File: config.mk
export PLATFORM = sky130hd
export DESIGN_NAME = ps2_mouse_packet_ctrl_flat
export DESIGN_NICKNAME = d
export VERILOG_FILES = /design/src/rtl/ps2_mouse_packet_ctrl_if.sv /design/src/rtl/ps2_mouse_packet_ctrl.sv /design/src/flat_wrapper.sv
export SDC_FILE = /design/constraint.sdc
export NUM_CORES = 1
export LEC_CHECK = 0
export ABC_AREA = 1
export CELL_PAD_IN_SITES_DETAIL_PLACEMENT = 1
export CELL_PAD_IN_SITES_GLOBAL_PLACEMENT = 2
export CORE_ASPECT_RATIO = 1.5
export CORE_MARGIN = 1.5
export CORE_UTILIZATION = 29
export DETAILED_ROUTE_END_ITERATION = 16
export PLACE_DENSITY_LB_ADDON = 0.1
export SLEW_MARGIN = 10
export SYNTH_ARGS = -nofsm -noshare
export SYNTH_HDL_FRONTEND = slang
export SYNTH_SLANG_ARGS = --single-unit
File: constraint.sdc
create_clock -name i_driver_clk -period 2.2 [get_ports i_driver_clk]
set_input_delay 0.66 -clock i_driver_clk [delete_from_list [all_inputs] [get_ports i_driver_clk]]
set_output_delay 0.66 -clock i_driver_clk [all_outputs]
set_load 0.01 [all_outputs]
File: src/rtl/ps2_mouse_packet_ctrl_if.sv
// Byte-stream input and decoded mouse-packet outputs
// of the PS/2 packet controller.
interface ps2_mouse_packet_ctrl_if #(
  parameter int POS_W = 10
);
  logic [7:0]       i_byte;
  logic             i_byte_valid;
  logic [2:0]       o_buttons;
  logic [8:0]       o_dx;
  logic [8:0]       o_dy;
  logic [POS_W-1:0] o_x;
  logic [POS_W-1:0] o_y;
  logic             o_packet_valid;
  logic             o_sync_err;
  logic             o_timeout;

  modport master (
    output i_byte,
    output i_byte_valid,
    input  o_buttons,
    input  o_dx,
    input  o_dy,
    input  o_x,
    input  o_y,
    input  o_packet_valid,
    input  o_sync_err,
    input  o_timeout
  );

  modport slave (
    input  i_byte,
    input  i_byte_valid,
    output o_buttons,
    output o_dx,
    output o_dy,
    output o_x,
    output o_y,
    output o_packet_valid,
    output o_sync_err,
    output o_timeout
  );
endinterface

File: src/rtl/ps2_mouse_packet_ctrl.sv
// Assembles PS/2 bytes into 3-byte mouse packets and
// tracks a clamped cursor position.
module ps2_mouse_packet_ctrl #(
  parameter int SCREEN_W       = 640,
  parameter int SCREEN_H       = 480,
  parameter int POS_W          = 10,
  parameter int X_INIT         = 320,
  parameter int Y_INIT         = 240,
  parameter int TIMEOUT_CYCLES = 50000
) (
  input logic                  i_driver_clk,
  input logic                  rst,
  ps2_mouse_packet_ctrl_if.slave bus
);

  localparam int EW = POS_W + 2;
  localparam int TW = $clog2(TIMEOUT_CYCLES + 1);

  localparam logic signed [EW-1:0] X_MAX =
    EW'(SCREEN_W - 1);
  localparam logic signed [EW-1:0] Y_MAX =
    EW'(SCREEN_H - 1);
  localparam logic [TW-1:0] T_LAST =
    TW'(TIMEOUT_CYCLES - 1);

  typedef enum logic [1:0] {
    IDLE,
    WAIT_B1,
    WAIT_B2,
    EMIT
  } state_t;

  state_t state;
  state_t state_n;

  logic          prev_valid;
  logic          strobe;
  logic [TW-1:0] cnt;
  logic [TW-1:0] cnt_n;

  // header keeps byte0 without its always-one framing bit:
  // {y_ovf, x_ovf, y_sgn, x_sgn, mid, right, left}
  logic [6:0] hdr;
  logic [7:0] b1;
  logic [7:0] b2;

  logic ld0;
  logic ld1;
  logic ld2;
  logic emit;
  logic sync_n;
  logic tout_n;

  logic [8:0] dx_dec;
  logic [8:0] dy_dec;

  logic signed [EW-1:0] dx_ext;
  logic signed [EW-1:0] dy_ext;
  logic signed [EW-1:0] x_sum;
  logic signed [EW-1:0] y_sum;
  logic [POS_W-1:0]     x_new;
  logic [POS_W-1:0]     y_new;

  logic [2:0]       btn_q;
  logic [8:0]       dx_q;
  logic [8:0]       dy_q;
  logic [POS_W-1:0] x_q;
  logic [POS_W-1:0] y_q;
  logic             pv_q;
  logic             se_q;
  logic             to_q;

  assign strobe = bus.i_byte_valid & ~prev_valid;

  always_ff @(posedge i_driver_clk) begin
    if (rst) begin
      state <= IDLE;
    end else begin
      state <= state_n;
    end
  end

  always_comb begin
    state_n = state;
    cnt_n   = '0;
    ld0     = 1'b0;
    ld1     = 1'b0;
    ld2     = 1'b0;
    emit    = 1'b0;
    sync_n  = 1'b0;
    tout_n  = 1'b0;
    unique case (state)
      IDLE, EMIT: begin
        emit    = (state == EMIT);
        state_n = IDLE;
        if (strobe) begin
          if (bus.i_byte[3]) begin
            ld0     = 1'b1;
            state_n = WAIT_B1;
          end else begin
            sync_n = 1'b1;
          end
        end
      end
      WAIT_B1: begin
        if (strobe) begin
          ld1     = 1'b1;
          state_n = WAIT_B2;
        end else if (cnt == T_LAST) begin
          tout_n  = 1'b1;
          state_n = IDLE;
        end else begin
          cnt_n = cnt + 1'b1;
        end
      end
      WAIT_B2: begin
        if (strobe) begin
          ld2     = 1'b1;
          state_n = EMIT;
        end else if (cnt == T_LAST) begin
          tout_n  = 1'b1;
          state_n = IDLE;
        end else begin
          cnt_n = cnt + 1'b1;
        end
      end
      default: begin
        state_n = IDLE;
      end
    endcase
  end

  always_comb begin
    dx_dec = hdr[5] ? 9'd0 : {hdr[3], b1};
    dy_dec = hdr[6] ? 9'd0 : {hdr[4], b2};
    dx_ext = {{(EW-9){dx_dec[8]}}, dx_dec};
    dy_ext = {{(EW-9){dy_dec[8]}}, dy_dec};
    x_sum  = $signed({2'b00, x_q}) + dx_ext;
    // screen y grows downward, PS/2 y grows upward
    y_sum  = $signed({2'b00, y_q}) - dy_ext;
    x_new  = x_sum[POS_W-1:0];
    y_new  = y_sum[POS_W-1:0];
    if (x_sum[EW-1]) begin
      x_new = '0;
    end else if (x_sum > X_MAX) begin
      x_new = X_MAX[POS_W-1:0];
    end
    if (y_sum[EW-1]) begin
      y_new = '0;
    end else if (y_sum > Y_MAX) begin
      y_new = Y_MAX[POS_W-1:0];
    end
  end

  always_ff @(posedge i_driver_clk) begin
    if (rst) begin
      prev_valid <= 1'b0;
      cnt        <= '0;
      hdr        <= '0;
      b1         <= '0;
      b2         <= '0;
      btn_q      <= '0;
      dx_q       <= '0;
      dy_q       <= '0;
      x_q        <= POS_W'(X_INIT);
      y_q        <= POS_W'(Y_INIT);
      pv_q       <= 1'b0;
      se_q       <= 1'b0;
      to_q       <= 1'b0;
    end else begin
      prev_valid <= bus.i_byte_valid;
      cnt        <= cnt_n;
      pv_q       <= emit;
      se_q       <= sync_n;
      to_q       <= tout_n;
      if (ld0) begin
        hdr <= {bus.i_byte[7:4], bus.i_byte[2:0]};
      end
      if (ld1) begin
        b1 <= bus.i_byte;
      end
      if (ld2) begin
        b2 <= bus.i_byte;
      end
      if (emit) begin
        btn_q <= hdr[2:0];
        dx_q  <= dx_dec;
        dy_q  <= dy_dec;
        x_q   <= x_new;
        y_q   <= y_new;
      end
    end
  end

  assign bus.o_buttons      = btn_q;
  assign bus.o_dx           = dx_q;
  assign bus.o_dy           = dy_q;
  assign bus.o_x            = x_q;
  assign bus.o_y            = y_q;
  assign bus.o_packet_valid = pv_q;
  assign bus.o_sync_err     = se_q;
  assign bus.o_timeout      = to_q;

endmodule

File: src/flat_wrapper.sv
// flat-port wrapper written by rule: the top's interface ports become plain ports
module ps2_mouse_packet_ctrl_flat 
#(
  parameter int SCREEN_W       = 640,
  parameter int SCREEN_H       = 480,
  parameter int POS_W          = 10,
  parameter int X_INIT         = 320,
  parameter int Y_INIT         = 240,
  parameter int TIMEOUT_CYCLES = 50000
)
  (i_driver_clk, rst, bus_i_byte, bus_i_byte_valid, bus_o_buttons, bus_o_dx, bus_o_dy, bus_o_x, bus_o_y, bus_o_packet_valid, bus_o_sync_err, bus_o_timeout);
  ps2_mouse_packet_ctrl_if #(.POS_W(POS_W)) bus_i ();
  input logic i_driver_clk;
  input logic rst;
  input wire logic [$bits(bus_i.i_byte)-1:0] bus_i_byte;
  input wire logic [$bits(bus_i.i_byte_valid)-1:0] bus_i_byte_valid;
  output wire logic [$bits(bus_i.o_buttons)-1:0] bus_o_buttons;
  output wire logic [$bits(bus_i.o_dx)-1:0] bus_o_dx;
  output wire logic [$bits(bus_i.o_dy)-1:0] bus_o_dy;
  output wire logic [$bits(bus_i.o_x)-1:0] bus_o_x;
  output wire logic [$bits(bus_i.o_y)-1:0] bus_o_y;
  output wire logic [$bits(bus_i.o_packet_valid)-1:0] bus_o_packet_valid;
  output wire logic [$bits(bus_i.o_sync_err)-1:0] bus_o_sync_err;
  output wire logic [$bits(bus_i.o_timeout)-1:0] bus_o_timeout;
  assign bus_i.i_byte = bus_i_byte;
  assign bus_i.i_byte_valid = bus_i_byte_valid;
  assign bus_o_buttons = bus_i.o_buttons;
  assign bus_o_dx = bus_i.o_dx;
  assign bus_o_dy = bus_i.o_dy;
  assign bus_o_x = bus_i.o_x;
  assign bus_o_y = bus_i.o_y;
  assign bus_o_packet_valid = bus_i.o_packet_valid;
  assign bus_o_sync_err = bus_i.o_sync_err;
  assign bus_o_timeout = bus_i.o_timeout;
  ps2_mouse_packet_ctrl #(.SCREEN_W(SCREEN_W), .SCREEN_H(SCREEN_H), .POS_W(POS_W), .X_INIT(X_INIT), .Y_INIT(Y_INIT), .TIMEOUT_CYCLES(TIMEOUT_CYCLES)) u_core (.i_driver_clk(i_driver_clk), .rst(rst), .bus(bus_i));
endmodule
---- After elaboration in Yosys (flattened, before gate mapping) ----
Cells that the tools add are included.
cells by class
  $add $sub $neg .......................... 3
  order comparisons ....................... 2
  equality and inequality tests ........... 4
  mux-type cells .......................... 21
  bitwise operators ....................... 5
  reduce and logical (&&, ||, !) cells .... 6
operators by type and width
  operator                                                         number
  2-to-1 mux 10 bit                                                4
  2-to-1 mux 9 bit                                                 2
  adder 16 x 1 -> 16 bit, second input constant                    1
  equality test 16 bit, second input constant                      1
  adder 11 x 9 -> 12 bit                                           1
  greater-than comparator 12 x 10 -> 1 bit, second input constant  1
  greater-than comparator 12 x 11 -> 1 bit, second input constant  1
  subtractor 11 x 9 -> 12 bit                                      1
  2-to-1 mux 1 bit                                                 10
  2-to-1 mux 2 bit                                                 4
  case mux 2 bit (3 select lines)                                  1
  OR reduction 3 bit                                               2
  equality test 2 bit, second input constant                       2
  inverter 1 bit                                                   4
  OR reduction 2 bit                                               2
  OR reduction 4 bit                                               1
  equality test 2 x 1 -> 1 bit, second input constant              1
  zero test 2 bit                                                  1
  bitwise AND 1 bit                                                1
storage, ports and cells
  flip-flop bits (word level) ............. 86
  input port bits ......................... 11
  output and inout bits ................... 44
  word-level logic and storage cells ...... 55

---- Longest topological paths before layout ----
Gate-level depths: netlist of run 1.
  depth in word-level cells ............... 5
  depth in mapped cells ................... 18
  gate-level depth less buffers ........... 18

---- Least setup slack after synthesis of run 1 ----
No wires, ideal clock.
  path kind ............................... reg2reg
  start point ............................. register u_core.hdr[5]
  end point ............................... register u_core.x_q[9], in the netlist u_core.bus.o_x[9]
  data arrival time ....................... 2.172 ns
  path slack .............................. -0.093 ns
  cell stages (with the launch flop) ...... 17
  clock period less this slack ............ 2.293 ns
  cells stage by stage .................... dfxtp_1 -> buf_2 -> nor2_1 -> ha_1 -> inv_1 -> fa_1 -> nand3b_1 -> nand2_1 -> nand4_1 -> nand2_1 -> nand2_1 -> nand2_1 -> nor2_1 -> nor2_4 -> nand3_1 -> nand2_1 -> o21ai_0
on the way
  longest elaborated chain between the ends .. 5
RTL lines
  item                                      RTL line                      source
  from (decl)                               ps2_mouse_packet_ctrl.sv:43   logic [6:0] hdr;
  from (signal assigned)                    ps2_mouse_packet_ctrl.sv:177  hdr <= {bus.i_byte[7:4], bus.i_byte[2:0]};
  2-to-1 mux 9 bit *                        ps2_mouse_packet_ctrl.sv:134  dx_dec = hdr[5] ? 9'd0 : {hdr[3], b1};
  net u_core.dx_dec[0]                      ps2_mouse_packet_ctrl.sv:54   logic [8:0] dx_dec;
  adder 11 x 9 -> 12 bit *                  ps2_mouse_packet_ctrl.sv:138  x_sum = $signed({2'b00, x_q}) + dx_ext;
  greater-than comparator 12 x 11 -> 1 bit  ps2_mouse_packet_ctrl.sv:145  end else if (x_sum > X_MAX) begin
  2-to-1 mux 10 bit                         ps2_mouse_packet_ctrl.sv:145
  2-to-1 mux 10 bit *                       ps2_mouse_packet_ctrl.sv:143  if (x_sum[EW-1]) begin
  to (signal assigned)                      ps2_mouse_packet_ctrl.sv:165  x_q <= POS_W'(X_INIT);
  to (signal assigned)                      ps2_mouse_packet_ctrl.sv:189  x_q <= x_new;
  to (decl)                                 ps2_mouse_packet_ctrl.sv:67   logic [POS_W-1:0] x_q;
Mark *: on every way through the listed nets, which the timed path passes. The rest lies on a longest branch.
A chain may end at the register's enable or synchronous reset.

---- Worst setup path in the final report of run 1 ----
  start point ............................. register u_core.b1[0]
  end point ............................... register u_core.x_q[4], in the netlist u_core.bus.o_x[4]
on the way
  longest elaborated chain between the ends .. 5
RTL lines
  item                                      RTL line                      source
  from (decl)                               ps2_mouse_packet_ctrl.sv:44   logic [7:0] b1;
  from (signal assigned)                    ps2_mouse_packet_ctrl.sv:180  b1 <= bus.i_byte;
  2-to-1 mux 9 bit *                        ps2_mouse_packet_ctrl.sv:134
  net u_core.dx_dec[0]                      ps2_mouse_packet_ctrl.sv:54
  adder 11 x 9 -> 12 bit *                  ps2_mouse_packet_ctrl.sv:138
  greater-than comparator 12 x 11 -> 1 bit  ps2_mouse_packet_ctrl.sv:145
  2-to-1 mux 10 bit                         ps2_mouse_packet_ctrl.sv:145
  2-to-1 mux 10 bit *                       ps2_mouse_packet_ctrl.sv:143
Marks and branches as above.

==> metrics.txt, run 1 <==
status=finished, violations left; failing checks=setup timing; P per Cell Area=516.0 mW/mm2; clock skew=between 8 and 9 ps; share of cells above drive strength 1=between 30% and 40%; Worst-path clk slew=70 ps; vias in the first global route=approximately 4.9k; Leak=a little under 3 nW; post-DR wirelength/cell=15.55 um; num rows=55; Multi-input gate area=0.003059 mm2; Yosys reg bits=86; Hold Path Depth=1; number of CTS-inserted buffers=9; gp weighted congestion=0.7906; Worst Hold Class=reg2reg; post-route ant nets=0; Unique masters post-synth=39; Hold Worst Slack=440.6 ps; Port Buffers=54; vias after detailed routing=4617; clock latency on the worst-skew pair=340 ps; Syn Nets=664; Synth warnings=0; Ant. Diodes=0; Setup Viol. Count Final=14; hpwl dp=about 12000 um; post-route clock period utilization=103.6%; drt via density=between 4 and 5; router iterations before antenna repair=4; total global routing overflow=0; Post-synth EDFFs=0; most common cell after layout, fill and taps aside=nand2_1; Worst R2R Path Depth=16; Initial Util=29.64%; cell count after placement=944; CTS H-tree lvls=3; storage element area=around 0.0017 mm2; Core ar.=0.01514 mm2; fin nets=810; final wirelength=15120 um; cell count after synthesis=between 600 and 700; Sink Count=86; fill count=1848; mux contribution to synthesized area=0%; crit path from=u_core.b1[0]; post-route worst setup slack=-78.78 ps; Slew @ Worst Pin=442.3 ps; global-route wire length before repair=24520 um; die area=0.01624 mm2; CP Data Arrival Time=2520 ps; Die Y=155.3 um; post-synthesis adder-cell area fraction=8.701%; total power=0.003572 W; CP Class=reg2reg; post-synthesis sequential area ratio=38.37%; largest net degree at the start of global routing=22; area grow syn2layout=54.27%; hold worst-path end=u_core.cnt[0]; final core occ=45.72%; Slew Viols, Final=0; xor/xnor cell area share of the yosys netlist=3.067%; maximum VDD drop=329.8 uV; syn_area_per_cell=roughly 7 um2; I/O pin total=55; Slew HR=70.48%; CTS tree=yes; async set-or-reset flop fraction in the synthesized netlist=0%; root buf cell=clkbuf_16; Synth Area in Compound Gates=13.25%; Required @ worst endpoint=~2400 ps; Hold Vio Cnt, Final=0; Fmax=~440 MHz; Post-Synth Simple-Gate Area=roughly 29%; Worst Setup End Kind=flip-flop; hold path start=u_core.cnt[0]; Max-cap violations=0; post-synthesis cell area=0.004487 mm2; final non-filler cell total=972; most frequent cells in the layout=nand2_1, buf_4, dfxtp_1; CP Launch Type=flip-flop; largest family of logic cells by synthesized area=simple AND/OR/NAND/NOR gates; reg2reg start=u_core.b1[0]; Die W=about 100 um; fin crit period=2279 ps; CP max FO=5; Total Routing Usage GR=a little under a fifth; initial drt markers=110; antenna violations before repair=0; clock buffer depth=2; R2R setup slack=-80 ps; DRC viols=0; unrepaired setup endpoints after global routing=yes; reg-to-reg endpoint=u_core.bus.o_x[4]; Post-synth top flop=dfxtp_1
## critical path: stages, from the launching register on
cell and delay (ps):
dfxtp_2 320, inv_2 40, nor2_4 140, ha_4 160
inv_2 30, fa_2 330, nand3b_1 180, nand2_2 90
nand4_1 120, nand2_2 140, nand2_4 80, nand2_4 70
nor2_4 50, nor2_4 200, nand3_2 90, nand2_1 70
nand2_1 50
## sequential cells by signal (all words and copies together), names as in the netlist
signal / cells
u_core.bus.o_dx: 9
u_core.bus.o_y: 10
u_core.state: 2
u_core.bus.o_dy: 9
u_core.b2: 8
u_core.prev_valid: 1
u_core.bus.o_x: 10
u_core.cnt: 16
u_core.bus.o_sync_err: 1
u_core.bus.o_buttons: 3
u_core.b1: 8
u_core.bus.o_packet_valid: 1
u_core.hdr: 7
u_core.bus.o_timeout: 1
## area by class of cell
cell class	instances	share of cell area, %
flip-flops and latches	86	24.98
multi-input cells	445	44.20
repair buffers	145	18.42
well taps	199	3.597
clock inverters	6	1.030
clock buffers	9	3.254
inverters	82	4.519
## stage by stage
step / cell area [um2] / setup WS [ps] / TNS [ps]
after floorplan: 4497 / 35.40 / 0
after global placement: 5859 / -265.0 / -5002
after detailed placement: 5859 / -294.6 / -6200
after CTS: 6521 / -89.01 / -751.4
after global routing: 6922 / -217.2 / -3020
final: 6922 / -78.78 / -621.9
## power by group
group / total [W] / internal, W / switching [W] / leakage (nW)
Clock: 0.00155 / 0.000882 / 0.000668 / 0.138
Sequential: 0.00158 / 0.00157 / 0.00000954 / 0.697
Combinational: 0.000440 / 0.000195 / 0.000245 / 2.09
## Yosys cell counts, types with 2 or more instances
cell type  count  share of area [%]
a22o_1         8                1.6
nor3_1         7               0.78
a21oi_1       47                5.2
nand3b_1       3               0.50
nand2_4        2               0.50
nor2_4         4                1.0
nor2_1        62                5.2
clkbuf_1       8               0.67
nor2_2         3               0.42
xnor2_1        6                1.2
nand3_1       32                3.6
buf_2          3               0.33
nor3_2         2               0.45
xor2_1         6                1.2
o21ai_0       41                4.6
dfxtp_1       86                 38
nand2_2        3               0.42
nor4_1         2               0.28
inv_2          3               0.25
inv_1         77                6.4
o21ai_1        6               0.67
fa_1           2               0.89
nand3_2        2               0.45
ha_1          28                7.8
nand4_1        8                1.1
clkinv_1       2               0.17
nand2_1      157                 13
o21a_1         2               0.33
## kinds of logic after synthesis
logic type      count (synthesis)
xor+xnor                       14
buf+inv                        93
simple gates                  291
flops                          86
fa+ha+maj                      30
compound gates                109
## routing by layer
metal | global-route usage, % | up-vias | wire length [um]
met2 | 37.03 | 53 | 8386
met4 | 7.870 | 0 | 440
met1 | 20.33 | 2227 | 6001
li1 | - | 2313 | -
met3 | 2.807 | 24 | 287
met5 | 0 | - | 0
## worst max path at each step
stage,slack (ps),to
after floorplan,40,u_core.bus.o_x[9]
after global placement,-270,u_core.bus.o_x[6]
after detailed placement,-290,u_core.bus.o_x[9]
after CTS,-90,u_core.bus.o_x[9]
after global routing,-220,u_core.bus.o_x[0]
final,-80,u_core.bus.o_x[4]
## what timing repair did
item                       4_1_cts  5_1_grt
hold buffers                     0        0
buffers inserted                 7        5
setup endpoints to repair       19       19
pin swaps                       25       38
gates resized for setup         76       79
cloned                           1        0
Power figures use the tool's default switching activity.
==> run 2, diff against run 1 <==
--- a/config.mk
+++ b/config.mk
@@ -7,10 +7,10 @@
 export LEC_CHECK = 0
 export ABC_AREA = 1
 export CELL_PAD_IN_SITES_DETAIL_PLACEMENT = 1
-export CELL_PAD_IN_SITES_GLOBAL_PLACEMENT = 2
+export CELL_PAD_IN_SITES_GLOBAL_PLACEMENT = 1
 export CORE_ASPECT_RATIO = 1.5
 export CORE_MARGIN = 1.5
-export CORE_UTILIZATION = 29
+export CORE_UTILIZATION = 36
 export DETAILED_ROUTE_END_ITERATION = 16
 export PLACE_DENSITY_LB_ADDON = 0.1
 export SLEW_MARGIN = 10
==> run 2 against run 1 <==
Effect of this change:
- non-clock buffer count down 14
- hold slack worse by 0.55 ps
- the flow still finishes with violations (setup timing)
- sequential share of layout area up 0.99 points
- die area down 19%
- wire length up 2.8%
==> metrics.txt, run 2 (same netlist as run 1, synthesis figures left out) <==
status=finished, violations left (unchanged); failing checks=setup timing (unchanged); Multi-input gate area=0.002955 mm2 (was 0.003059 mm2); layer with the highest usage=met2 (unchanged); I/O pin total=55 (unchanged); Worst Hold Class=reg2reg (unchanged); post-route ant nets=0 (unchanged); Core ar.=0.01208 mm2 (was 0.01514 mm2); Leak=2.826 nW (was 2.929 nW); dpl ws=-360.6 ps (was -294.6 ps); CP max FO=6 (was 5); sequential share of power=43.7% (was 44.3%); cts hold-fix bufs=0 (unchanged); reg2reg start=u_core.hdr[5] (was u_core.b1[0]); Slew @ Worst Pin=374.0 ps (was 442.3 ps); share of cells above drive strength 1=28.68% (was 32.08%); Sink Count=86 (unchanged); initial drt markers=120 (was 110); drt via density=5.131 (was 4.750); Hold Vio Cnt, Final=0 (unchanged); Slew Viols, Final=0 (unchanged); vias after detailed routing=4685 (was 4617); Worst-path clk slew=70 ps (about the same); final non-filler cell total=913 (was 972); largest net degree at the start of global routing=23 (was 22); CTS tree=yes (unchanged); P per Cell Area=543.9 mW/mm2 (was 516.0 mW/mm2); Die Y=139.7 um (was 155.3 um); CP Launch Type=flip-flop (unchanged); reg-to-reg endpoint=u_core.bus.o_x[4] (unchanged); router iterations before antenna repair=4 (unchanged); clock skew=5.051 ps (was 8.197 ps); gp weighted congestion=0.8520 (was 0.7906); CTS H-tree lvls=3 (unchanged); storage element area=0.001732 mm2 (was 0.001729 mm2); Slew HR=75.01% (was 70.48%); antenna violations before repair=0 (unchanged); Setup Viol. Count Final=12 (was 14); area grow syn2layout=48.58% (was 54.27%); clock power share=45.5% (was 43.4%); Port Buffers=54 (unchanged); Die W=94.16 um (was 104.6 um); fin crit period=2346 ps (was 2279 ps); Required @ worst endpoint=2440 ps (about the same); maximum VDD drop=315.2 uV (was 329.8 uV); number of CTS-inserted buffers=9 (unchanged); root buf cell=clkbuf_16 (unchanged); final core occ=55.20% (was 45.72%); most frequent cells in the layout=nand2_1, dfxtp_1, buf_4 (was nand2_1, buf_4, dfxtp_1); crit path from=u_core.hdr[5] (was u_core.b1[0]); GRT met2 Usage=45.25% (was 37.03%); Total Routing Usage GR=23.47% (was 19.10%); Ant. Diodes=0 (unchanged); fin nets=797 (was 810); DRC viols=0 (unchanged); cell count after placement=884 (was 944); post-route worst setup slack=-146.3 ps (was -78.78 ps); Comb power frac=10.8% (was 12.3%); final wirelength=15550 um (was 15120 um); CP Class=reg2reg (unchanged); R2R setup slack=-150 ps (was -80 ps); Hold Path Depth=1 (unchanged); clock latency on the worst-skew pair=340 ps (about the same); grt met3 use=3.224% (was 2.807%); net switching power figure=0.0008974 W (was 0.0009229 W); post-DR wirelength/cell=17.03 um (was 15.55 um); Worst R2R Path Depth=15 (was 16); max FFs per register=16 (unchanged); hold path start=u_core.cnt[0] (unchanged); total global routing overflow=0 (unchanged); Max-cap violations=0 (unchanged); Fmax=426.2 MHz (was 438.8 MHz); Int Power=0.002728 W (was 0.002649 W); unrepaired setup endpoints after global routing=yes (unchanged); hold worst-path end=u_core.cnt[0] (unchanged); post-route clock period utilization=106.6% (was 103.6%); vias in the first global route=4948 (was 4946); Largest Register=u_core.cnt (unchanged); most common cell after layout, fill and taps aside=nand2_1 (unchanged); Initial Util=37.15% (was 29.64%); global-route wire length before repair=24120 um (was 24520 um); hpwl dp=11220 um (was 11760 um); Net Sw Frac=24.75% (was 25.84%); fill count=1489 (was 1848); CP Data Arrival Time=2580 ps (was 2520 ps); M1 GR Usage=24.29% (was 20.33%); num rows=49 (was 55); die area=0.01316 mm2 (was 0.01624 mm2); Worst Setup End Kind=flip-flop (unchanged); clock buffer depth=2 (unchanged)
[run 2: changes by cell type in the layout (fill, tap and decap cells not counted), sizes merged]
cell	delta
buf	-14
bufinv	+1
clkbuf	+1
clkinv	-1
[run 2: worst max-delay path by stage]
stage	to	depth (start not counted)
after global placement	u_core.bus.o_x[7]	14
after detailed placement	u_core.bus.o_x[8]	14
after floorplan	u_core.bus.o_x[9]	16
final	u_core.bus.o_x[4]	15
after CTS	u_core.bus.o_x[4]	15
after global routing	u_core.bus.o_x[5]	15
[run 2: critical path, cell delays in order, from the launching register on]
cell and delay (ps):
dfxtp_4 380, nor2_4 130, ha_4 150, inv_2 30
fa_2 340, nand3b_1 190, nand2_2 110, nand4_1 120
nand2_1 140, nand2_2 80, nand2_2 80, nor2_4 50
nor2_4 210, nand3_2 110, nand2_2 80, nand2_1 40
[run 2: per-layer routing]
metal | wire length (um) | share of wire, % | vias to the layer above
li1 | - | - | 2292
met1 | 5791 | 37 | 2271
met4 | 631 | 4.1 | 0
met3 | 270 | 1.7 | 35
met5 | 0 | 0 | -
met2 | 8852 | 57 | 87
[run 2: stage by stage]
step	hold WS (ps)	total power, W	TNS [ps]	cell area, um2
floorplan	413.2	0.001787	0	4497
global placement	426.1	0.001910	-4136	5684
detailed placement	434.4	0.001920	-5315	5684
CTS	443.6	0.003589	-1123	6291
global route	470.5	0.003753	-3493	6666
finish	440.0	0.003626	-1296	6666
[run 2: power groups by stage]
stage | sequential, W | combinational, W | clock, W
after global routing | 0.00159 | 0.000423 | 0.00174
after detailed placement | 0.00162 | 0.000303 | 0
after CTS | 0.00158 | 0.000337 | 0.00167
after floorplan | 0.00161 | 0.000175 | 0
after global placement | 0.00162 | 0.000295 | 0
final | 0.00159 | 0.000391 | 0.00165
[run 2: final cells by class]
type	count	area share [%]
Timing Repair inverter	1	0.1314
Multi-Input combinational cell	445	44.33
Inverter	82	4.805
Clock buffer	10	3.435
Clock inverter	5	1.258
Timing Repair Buffer	131	17.19
Tap cell	153	2.872
Sequential cell	86	25.98
[run 2: repair_timing]
action | 4_1_cts | 5_1_grt
pin swaps | 21 | 35
gates resized for setup | 58 | 75
cloned | 1 | 1
buffers inserted | 8 | 5
setup endpoints to repair | 19 | 23
